File: config.mk
export PLATFORM = sky130hd
export DESIGN_NAME = morse_decoder
export DESIGN_NICKNAME = d
export VERILOG_FILES = /design/src/rtl/morse_decoder.sv
export SDC_FILE = /design/constraint.sdc
export NUM_CORES = 1
export LEC_CHECK = 0
export CORE_ASPECT_RATIO = 0.5
export CORE_MARGIN = 10
export CORE_UTILIZATION = 55
export CTS_CLUSTER_DIAMETER = 40
export DETAILED_ROUTE_END_ITERATION = 16
export PLACE_DENSITY = 0.75
export SETUP_SLACK_MARGIN = 0.1
export SKIP_CTS_REPAIR_TIMING = 1
export SLEW_MARGIN = 20
export SYNTH_ARGS = -nofsm -noshare
export SYNTH_HDL_FRONTEND = slang
export SYNTH_SLANG_ARGS = --single-unit
File: constraint.sdc
create_clock -name clk -period 7.5 [get_ports clk]
set_input_delay 1.5 -clock clk [delete_from_list [all_inputs] [get_ports clk]]
set_output_delay 1.5 -clock clk [all_outputs]
set_load 0.01 [all_outputs]
File: src/rtl/morse_decoder.sv
`default_nettype none
// morse_decoder: times key presses, classifies short/long symbols and decodes 5-symbol digit codes to BCD.
// Optional key debounce filter enabled by defining MORSE_DEC_DEBOUNCE_EN.
module morse_decoder #(
    parameter int LONG_TICKS     = 1000000,
    parameter int GAP_TICKS      = 2000000,
    parameter int DEBOUNCE_TICKS = 200000,
    parameter int CNT_W          = 22
) (
    input  logic       clk,
    input  logic       rst,
    input  logic       en,
    input  logic       key_in,
    output logic [3:0] digit,
    output logic       valid,
    output logic       err,
    output logic [2:0] sym_cnt,
    output logic [4:0] morse_code
);

    typedef enum logic [1:0] {
        S_IDLE  = 2'd0,
        S_PRESS = 2'd1,
        S_GAP   = 2'd2
    } state_t;

    localparam logic [CNT_W-1:0] CNT_MAX  = '1;
    localparam logic [CNT_W-1:0] LONG_THR = CNT_W'(LONG_TICKS - 1);
    localparam logic [CNT_W-1:0] GAP_END  = CNT_W'(GAP_TICKS - 1);

    logic key_meta_q;
    logic key_s_q;
    logic key_f;
    logic key_prev_q;
    logic w_rise;

    always_ff @(posedge clk or negedge rst) begin
        if (!rst) begin
            key_meta_q <= 1'b0;
            key_s_q    <= 1'b0;
            key_prev_q <= 1'b0;
        end else begin
            key_meta_q <= key_in;
            key_s_q    <= key_meta_q;
            key_prev_q <= key_f;
        end
    end

`ifdef MORSE_DEC_DEBOUNCE_EN
    localparam logic [CNT_W-1:0] DB_END = CNT_W'(DEBOUNCE_TICKS - 1);

    logic             key_f_q;
    logic             key_f_d;
    logic [CNT_W-1:0] db_cnt_q;
    logic [CNT_W-1:0] db_cnt_d;

    // Any cycle where key_s agrees with key_f restarts the stability count.
    always_comb begin
        key_f_d  = key_f_q;
        db_cnt_d = '0;
        if (key_s_q != key_f_q) begin
            if (db_cnt_q >= DB_END) begin
                key_f_d = key_s_q;
            end else begin
                db_cnt_d = db_cnt_q + 1'b1;
            end
        end
    end

    always_ff @(posedge clk or negedge rst) begin
        if (!rst) begin
            key_f_q  <= 1'b0;
            db_cnt_q <= '0;
        end else begin
            key_f_q  <= key_f_d;
            db_cnt_q <= db_cnt_d;
        end
    end

    assign key_f = key_f_q;
`else
    logic unused_debounce;
    assign unused_debounce = (DEBOUNCE_TICKS > 0);
    assign key_f = key_s_q;
`endif

    assign w_rise = key_f & ~key_prev_q;

    state_t           state_q;
    state_t           state_d;
    logic [CNT_W-1:0] cnt_q;
    logic [CNT_W-1:0] cnt_d;
    logic [2:0]       sym_cnt_q;
    logic [2:0]       sym_cnt_d;
    logic [4:0]       code_q;
    logic [4:0]       code_d;
    logic             ovf_q;
    logic             ovf_d;
    logic [3:0]       digit_q;
    logic [3:0]       digit_d;
    logic             valid_q;
    logic             valid_d;
    logic             err_q;
    logic             err_d;

    logic [CNT_W-1:0] w_cnt_inc;
    logic             w_sym;
    logic             w_legal;
    logic [3:0]       w_value;

    assign w_cnt_inc = (cnt_q == CNT_MAX) ? cnt_q : cnt_q + 1'b1;
    assign w_sym     = (cnt_q >= LONG_THR);

    always_comb begin
        w_legal = 1'b1;
        w_value = 4'd0;
        case (code_q)
            5'b11111: w_value = 4'd0;
            5'b01111: w_value = 4'd1;
            5'b00111: w_value = 4'd2;
            5'b00011: w_value = 4'd3;
            5'b00001: w_value = 4'd4;
            5'b00000: w_value = 4'd5;
            5'b10000: w_value = 4'd6;
            5'b11000: w_value = 4'd7;
            5'b11100: w_value = 4'd8;
            5'b11110: w_value = 4'd9;
            default:  w_legal = 1'b0;
        endcase
    end

    always_comb begin
        state_d   = state_q;
        cnt_d     = cnt_q;
        sym_cnt_d = sym_cnt_q;
        code_d    = code_q;
        ovf_d     = ovf_q;
        digit_d   = digit_q;
        valid_d   = 1'b0;
        err_d     = 1'b0;
        if (!en) begin
            state_d   = S_IDLE;
            cnt_d     = '0;
            sym_cnt_d = 3'd0;
            ovf_d     = 1'b0;
        end else begin
            case (state_q)
                S_IDLE: begin
                    cnt_d = '0;
                    if (w_rise) begin
                        state_d = S_PRESS;
                    end
                end
                S_PRESS: begin
                    if (key_f) begin
                        cnt_d = w_cnt_inc;
                    end else begin
                        if (sym_cnt_q == 3'd0) begin
                            code_d = {4'b0000, w_sym};
                        end else if (sym_cnt_q < 3'd5) begin
                            code_d = {code_q[3:0], w_sym};
                        end
                        if (sym_cnt_q < 3'd5) begin
                            sym_cnt_d = sym_cnt_q + 3'd1;
                        end else begin
                            ovf_d = 1'b1;
                        end
                        cnt_d   = '0;
                        state_d = S_GAP;
                    end
                end
                S_GAP: begin
                    if (key_f) begin
                        cnt_d   = '0;
                        state_d = S_PRESS;
                    end else begin
                        cnt_d = w_cnt_inc;
                        // Close is decided on the GAP_TICKS-th low cycle of key_f
                        // (the falling cycle itself was consumed in PRESS).
                        if (w_cnt_inc == GAP_END) begin
                            state_d   = S_IDLE;
                            cnt_d     = '0;
                            sym_cnt_d = 3'd0;
                            ovf_d     = 1'b0;
                            if ((sym_cnt_q == 3'd5) && !ovf_q && w_legal) begin
                                digit_d = w_value;
                                valid_d = 1'b1;
                            end else begin
                                err_d = 1'b1;
                            end
                        end
                    end
                end
                default: begin
                    state_d = S_IDLE;
                    cnt_d   = '0;
                end
            endcase
        end
    end

    always_ff @(posedge clk or negedge rst) begin
        if (!rst) begin
            state_q   <= S_IDLE;
            cnt_q     <= '0;
            sym_cnt_q <= 3'd0;
            code_q    <= 5'd0;
            ovf_q     <= 1'b0;
            digit_q   <= 4'd0;
            valid_q   <= 1'b0;
            err_q     <= 1'b0;
        end else begin
            state_q   <= state_d;
            cnt_q     <= cnt_d;
            sym_cnt_q <= sym_cnt_d;
            code_q    <= code_d;
            ovf_q     <= ovf_d;
            digit_q   <= digit_d;
            valid_q   <= valid_d;
            err_q     <= err_d;
        end
    end

    assign digit      = digit_q;
    assign valid      = valid_q;
    assign err        = err_q;
    assign sym_cnt    = sym_cnt_q;
    assign morse_code = code_q;

endmodule
`default_nettype wire
-- After elaboration in Yosys (flattened, before gate mapping)
Cells that the tools add are included.
- add/sub/neg operators: 2
- order comparisons: 2
- eq/ne operators: 22
- multiplexer cells: 38
- bitwise operators: 3
- reductions and logical operators: 13
- operators by type and width (cell ; number):
    22-bit two-way mux ; 5
    22-bit one-hot mux with 2 select lines ; 1
    4-bit one-hot mux with 9 select lines ; 1
    5-bit equality test, second input constant ; 5
    22-bit by 1-bit adder with 22-bit output, second input constant ; 1
    22-bit by 21-bit equality test with 1-bit output, second input constant ; 1
    22-bit equality test, second input constant ; 1
    22-bit by 20-bit greater-or-equal comparator with 1-bit output, second input constant ; 1
    3-bit != test, second input constant ; 6
    1-bit two-way mux ; 16
    3-bit two-way mux ; 5
    5-bit AND reduction ; 3
    2-bit two-way mux ; 5
    5-bit two-way mux ; 2
    10-bit OR reduction ; 1
    2-bit one-hot mux with 3 select lines ; 1
    3-bit one-hot mux with 2 select lines ; 1
    5-bit by 1-bit equality test with 1-bit output, second input constant ; 1
    5-bit by 2-bit equality test with 1-bit output, second input constant ; 1
    5-bit by 3-bit equality test with 1-bit output, second input constant ; 1
    5-bit by 4-bit equality test with 1-bit output, second input constant ; 1
    5-bit zero test ; 1
    4-bit != test, second input constant ; 1
    4-bit AND reduction ; 1
    15 further kinds ; 17
- bits in registers: 42
- output and inout port bits: 14

-- Depth between registers and ports, before layout
- depth after elaboration: 9
- gate-level depth with buffers: 12
- depth with buffers taken out: 9

-- Worst setup path after synthesis
Ideal clock, no wire load.
- path type: reg-to-reg
- from: register cnt_q[0]
- to: register digit_q[0], in the netlist digit[0]
- setup time: 125 ps
- data arrival time: 3040 ps
- data required time: 7375 ps
- path slack: 4335 ps
- cell stages (with the launch flop): 13
- buffers on the path: 3
- clock period less this slack: 3165 ps
- cell sequence: dfrtp_1 ha_1 clkbuf_2 nand4_1 nor4_4 and2_1 buf_4 o211ai_1 nor4_2 nand4_2 or4b_1 buf_2 mux2_4
- longest elaborated chain between the ends: 4
- RTL lines (what ; RTL line ; RTL):
    start, declared ; 91 ; logic [CNT_W-1:0] cnt_q;
    start signal, assigned ; 214 ; cnt_q <= cnt_d;
    22-bit by 1-bit adder with 22-bit output / 22-bit equality test (equally long branches) ; 111 ; assign w_cnt_inc = (cnt_q == CNT_MAX) ? cnt_q : cnt_q + 1'b1;
    22-bit two-way mux * ; 111 ;
    22-bit by 21-bit equality test with 1-bit output * ; 180 ; if (w_cnt_inc == GAP_END) begin
    5-bit AND reduction (no source line) * ; - ;
    end signal, assigned ; 218 ; digit_q <= digit_d;
    end, declared ; 99 ; logic [3:0] digit_q;
Mark *: on every way between the ends. The rest lies on a longest branch, timed or not.
A chain may end at the register's enable or synchronous reset.

-- Final worst setup path
- from: register cnt_q[0]
- to: register digit_q[2], in the netlist digit[2]
Same word-level chain as after synthesis.

==> metrics <==
GRT Residual Overflow 0; die outline area 8350 um^2; worst-skew pair later-pin latency 300 ps; area of all placed cells without fillers 3010 um^2; maximum fanout along the worst path 9; design internal power 0.000389 W; Routed Antenna Nets 0; crit path time final 3680 ps; global-route wire length before repair 10.3 mm; type of the tightest min-delay check flip-flop to flip-flop; via count of the first global-routing pass 2132; arrival time worst endpoint 3870 ps; placer's final routability congestion estimate 0.863; switching part of the total 0.287; critical setup path kind flip-flop to flip-flop; Post-Synthesis Cell Area 2730 um^2; final routed DRC violation total 0; power per unit of standard cell area 181 nW/um^2; number of port buffers 17; net switching power of the design 0.000157 W; worst slack after detailed placement 3850 ps; Final WS setup 3820 ps; Worst-Margin Slew 917 ps; worst ir drop on vdd 0.0714 mV; max-cap viol count 0; count of antenna diodes in the layout 0; placed inst area 2900 um^2; initial antenna violation count 0; average wire length per cell after detail routing 16.1 um; run status finished, final reports clean; I/O pins 18; Die Wd 120 um; Cell Rows 17; library cells used by synthesis 59; Mapped Nets 320; share of total power in the clock network 0.339; Mean Syn Cell Area 8.89 um^2; top achievable clock speed 0.272 GHz; CTS tree built; largest clock skew in the final design 3.33 ps; Starting Density 0.594; cell type contributing the most total cell area after synthesis sky130_fd_sc_hd__dfrtp_1; total routing usage reported by global routing 0.147; Design Power 0.000545 W; Max Transition Viols Final 0; vias after detailed routing 2334; Final Routed Wirelength 6.10 mm; final setup vio count 0; number of synthesized register bits 42; clock-pin slew of the registers on the worst-case setup and hold paths 80 ps; cell count after synthesis 307; post-detailed-route via-to-cell ratio 6.14; required time worst endpoint 7690 ps; cells taking the most area after synthesis sky130_fd_sc_hd__dfrtp_1 38%, sky130_fd_sc_hd__nand2_1 4.3%, sky130_fd_sc_hd__ha_1 4.1%, sky130_fd_sc_hd__o21ai_0 4.0%, sky130_fd_sc_hd__nor2_1 3.8%; sinks on the clock net 42; kind of end point of the critical path flip-flop; top flip-flop cell by instance count after synthesis sky130_fd_sc_hd__dfrtp_1; relative slew slack 0.388; final period utilization 0.491; top-count cell post-synth sky130_fd_sc_hd__dfrtp_1; core utilization of the finished layout 0.655; largest net degree at the start of global routing 43; cts bufs inserted 5; Worst Setup Start Kind flip-flop; Placeable Area 4590 um^2; layout cell share with drive strength beyond 1 0.0860; Yosys warnings 0; setup TNS 0 ps; number of enable flip-flop cells after synthesis 0; Area Growth Syn to Fin 10.3%; RSZ-0062 raised after global routing no; maximum clock path buffer count 2; cell leakage power 1.17 nW; Net count, final 327; DRC marker count from the first detailed-route iteration 213; Commonest cells post-synth 42 x sky130_fd_sc_hd__dfrtp_1, 31 x sky130_fd_sc_hd__nand2_1, 28 x sky130_fd_sc_hd__nor2_1; H-tree Lvls 2; register area share after synthesis 0.385; first-pass detailed-route iteration total 4; Yosys top cell area share 0.385; relative contribution of combinational cells to total power 0.188; relative contribution of sequential cells to total power 0.473; root buffer cell sky130_fd_sc_hd__clkbuf_8; placed wire-length estimate 4.46 mm; die span in y 69.8 um; share of async-settable or async-resettable flops after synthesis 1.00; Final Hold Violating Endpoints 0
==> power groups by stage <==
stage	combinational (W)	sequential, W	clock (W)
after global routing	0.000118	0.000260	0.000201
after CTS	0.000104	0.000257	0.000189
after floorplan	0.0000687	0.000257	0
after detailed placement	0.000104	0.000262	0
final	0.000102	0.000258	0.000185
after global placement	0.000101	0.000261	0
==> registers in the layout, summed over array words and instances (netlist names) <==
signal,flops
digit,4
key_f,1
key_prev_q,1
err,1
state_q,2
key_meta_q,1
sym_cnt,3
cnt_q,22
valid,1
morse_code,5
ovf_q,1
==> cell families after synthesis <==
group                    after synthesis  share of synthesized area
AO/OA/AOI/OAI                         72                      0.173
XOR/XNOR                              14                     0.0449
adder cells (fa/ha/maj)                9                     0.0412
buffers and inverters                 30                     0.0486
flip-flops                            42                      0.385
multiplexers                           6                     0.0298
AND/OR/NAND/NOR                      134                      0.277
==> cells in the final DEF, fill, tap and decap left out, drive strengths merged, types with 3 or more instances in the layout <==
cell / netlist / final
nor3: 11 / 11
inv: 12 / 12
clkdlybuf4s50: 0 / 16
xor2: 5 / 5
a31oi: 4 / 4
and2: 5 / 5
nand4: 8 / 8
ha: 9 / 9
and4: 3 / 3
nand2: 31 / 31
and3: 5 / 5
or3: 4 / 4
dfrtp: 42 / 42
nand2b: 4 / 4
a2111oi: 3 / 3
clkbuf: 11 / 6
xnor2: 9 / 9
a21oi: 16 / 16
nand3: 14 / 14
mux2: 5 / 5
nor4: 8 / 8
nor3b: 3 / 3
a211oi: 3 / 3
o211ai: 5 / 5
o21ai: 23 / 23
o41ai: 3 / 3
nor2: 28 / 28
==> per-layer routing <==
metal  up-vias  track usage  part of all wire
met5         -            0                 0
met4         0       0.0447            0.0093
met3         4       0.0462             0.084
met2        73        0.217              0.43
met1      1129        0.199              0.47
li1       1128            -                 -
==> cell type report <==
class	count	area, um^2
Fill cell	381	1580
Multi-Input combinational cell	235	1550
Sequential cell	42	1050
Timing Repair Buffer	18	173
Clock buffer	6	82.6
Tap cell	66	82.6
Inverter	12	45.0
Clock inverter	1	30.0
==> through the flow <==
step,hold WS (ps),std cells
after global placement,332,373
after detailed placement,348,373
after global routing,362,380
after CTS,361,380
final,368,380
after floorplan,331,307
==> path summary, 6_finish.rpt <==
kind                                                  end  cells past startpoint  slack, ps            startpoint
worst max-delay path                 digit[2]$_DFFE_PN0P_                      9       3820    cnt_q[0]$_DFF_PN0_
worst min-delay path                      key_f$_DFF_PN0_                      0        370  key_meta_q$_DFF_PN0_
worst max register to register       digit[2]$_DFFE_PN0P_                      9       3820    cnt_q[0]$_DFF_PN0_
worst min register to register            key_f$_DFF_PN0_                      0        370  key_meta_q$_DFF_PN0_
max in group asynchronous             cnt_q[13]$_DFF_PN0_                      1       5590                   rst
min in group asynchronous       morse_code[4]$_DFFE_PN0P_                      1       1330                   rst
==> worst max-delay path, stage by stage (launching register included) <==
cell                      delay (ps)
sky130_fd_sc_hd__dfrtp_1         420
sky130_fd_sc_hd__ha_1            360
sky130_fd_sc_hd__nand4_1         340
sky130_fd_sc_hd__nor4_1          550
sky130_fd_sc_hd__nand2_1         130
sky130_fd_sc_hd__xor2_1          190
sky130_fd_sc_hd__o31ai_2         380
sky130_fd_sc_hd__nand4_2         200
sky130_fd_sc_hd__or4b_1          660
sky130_fd_sc_hd__mux2_4          340
(Power assumes the default switching activity.)
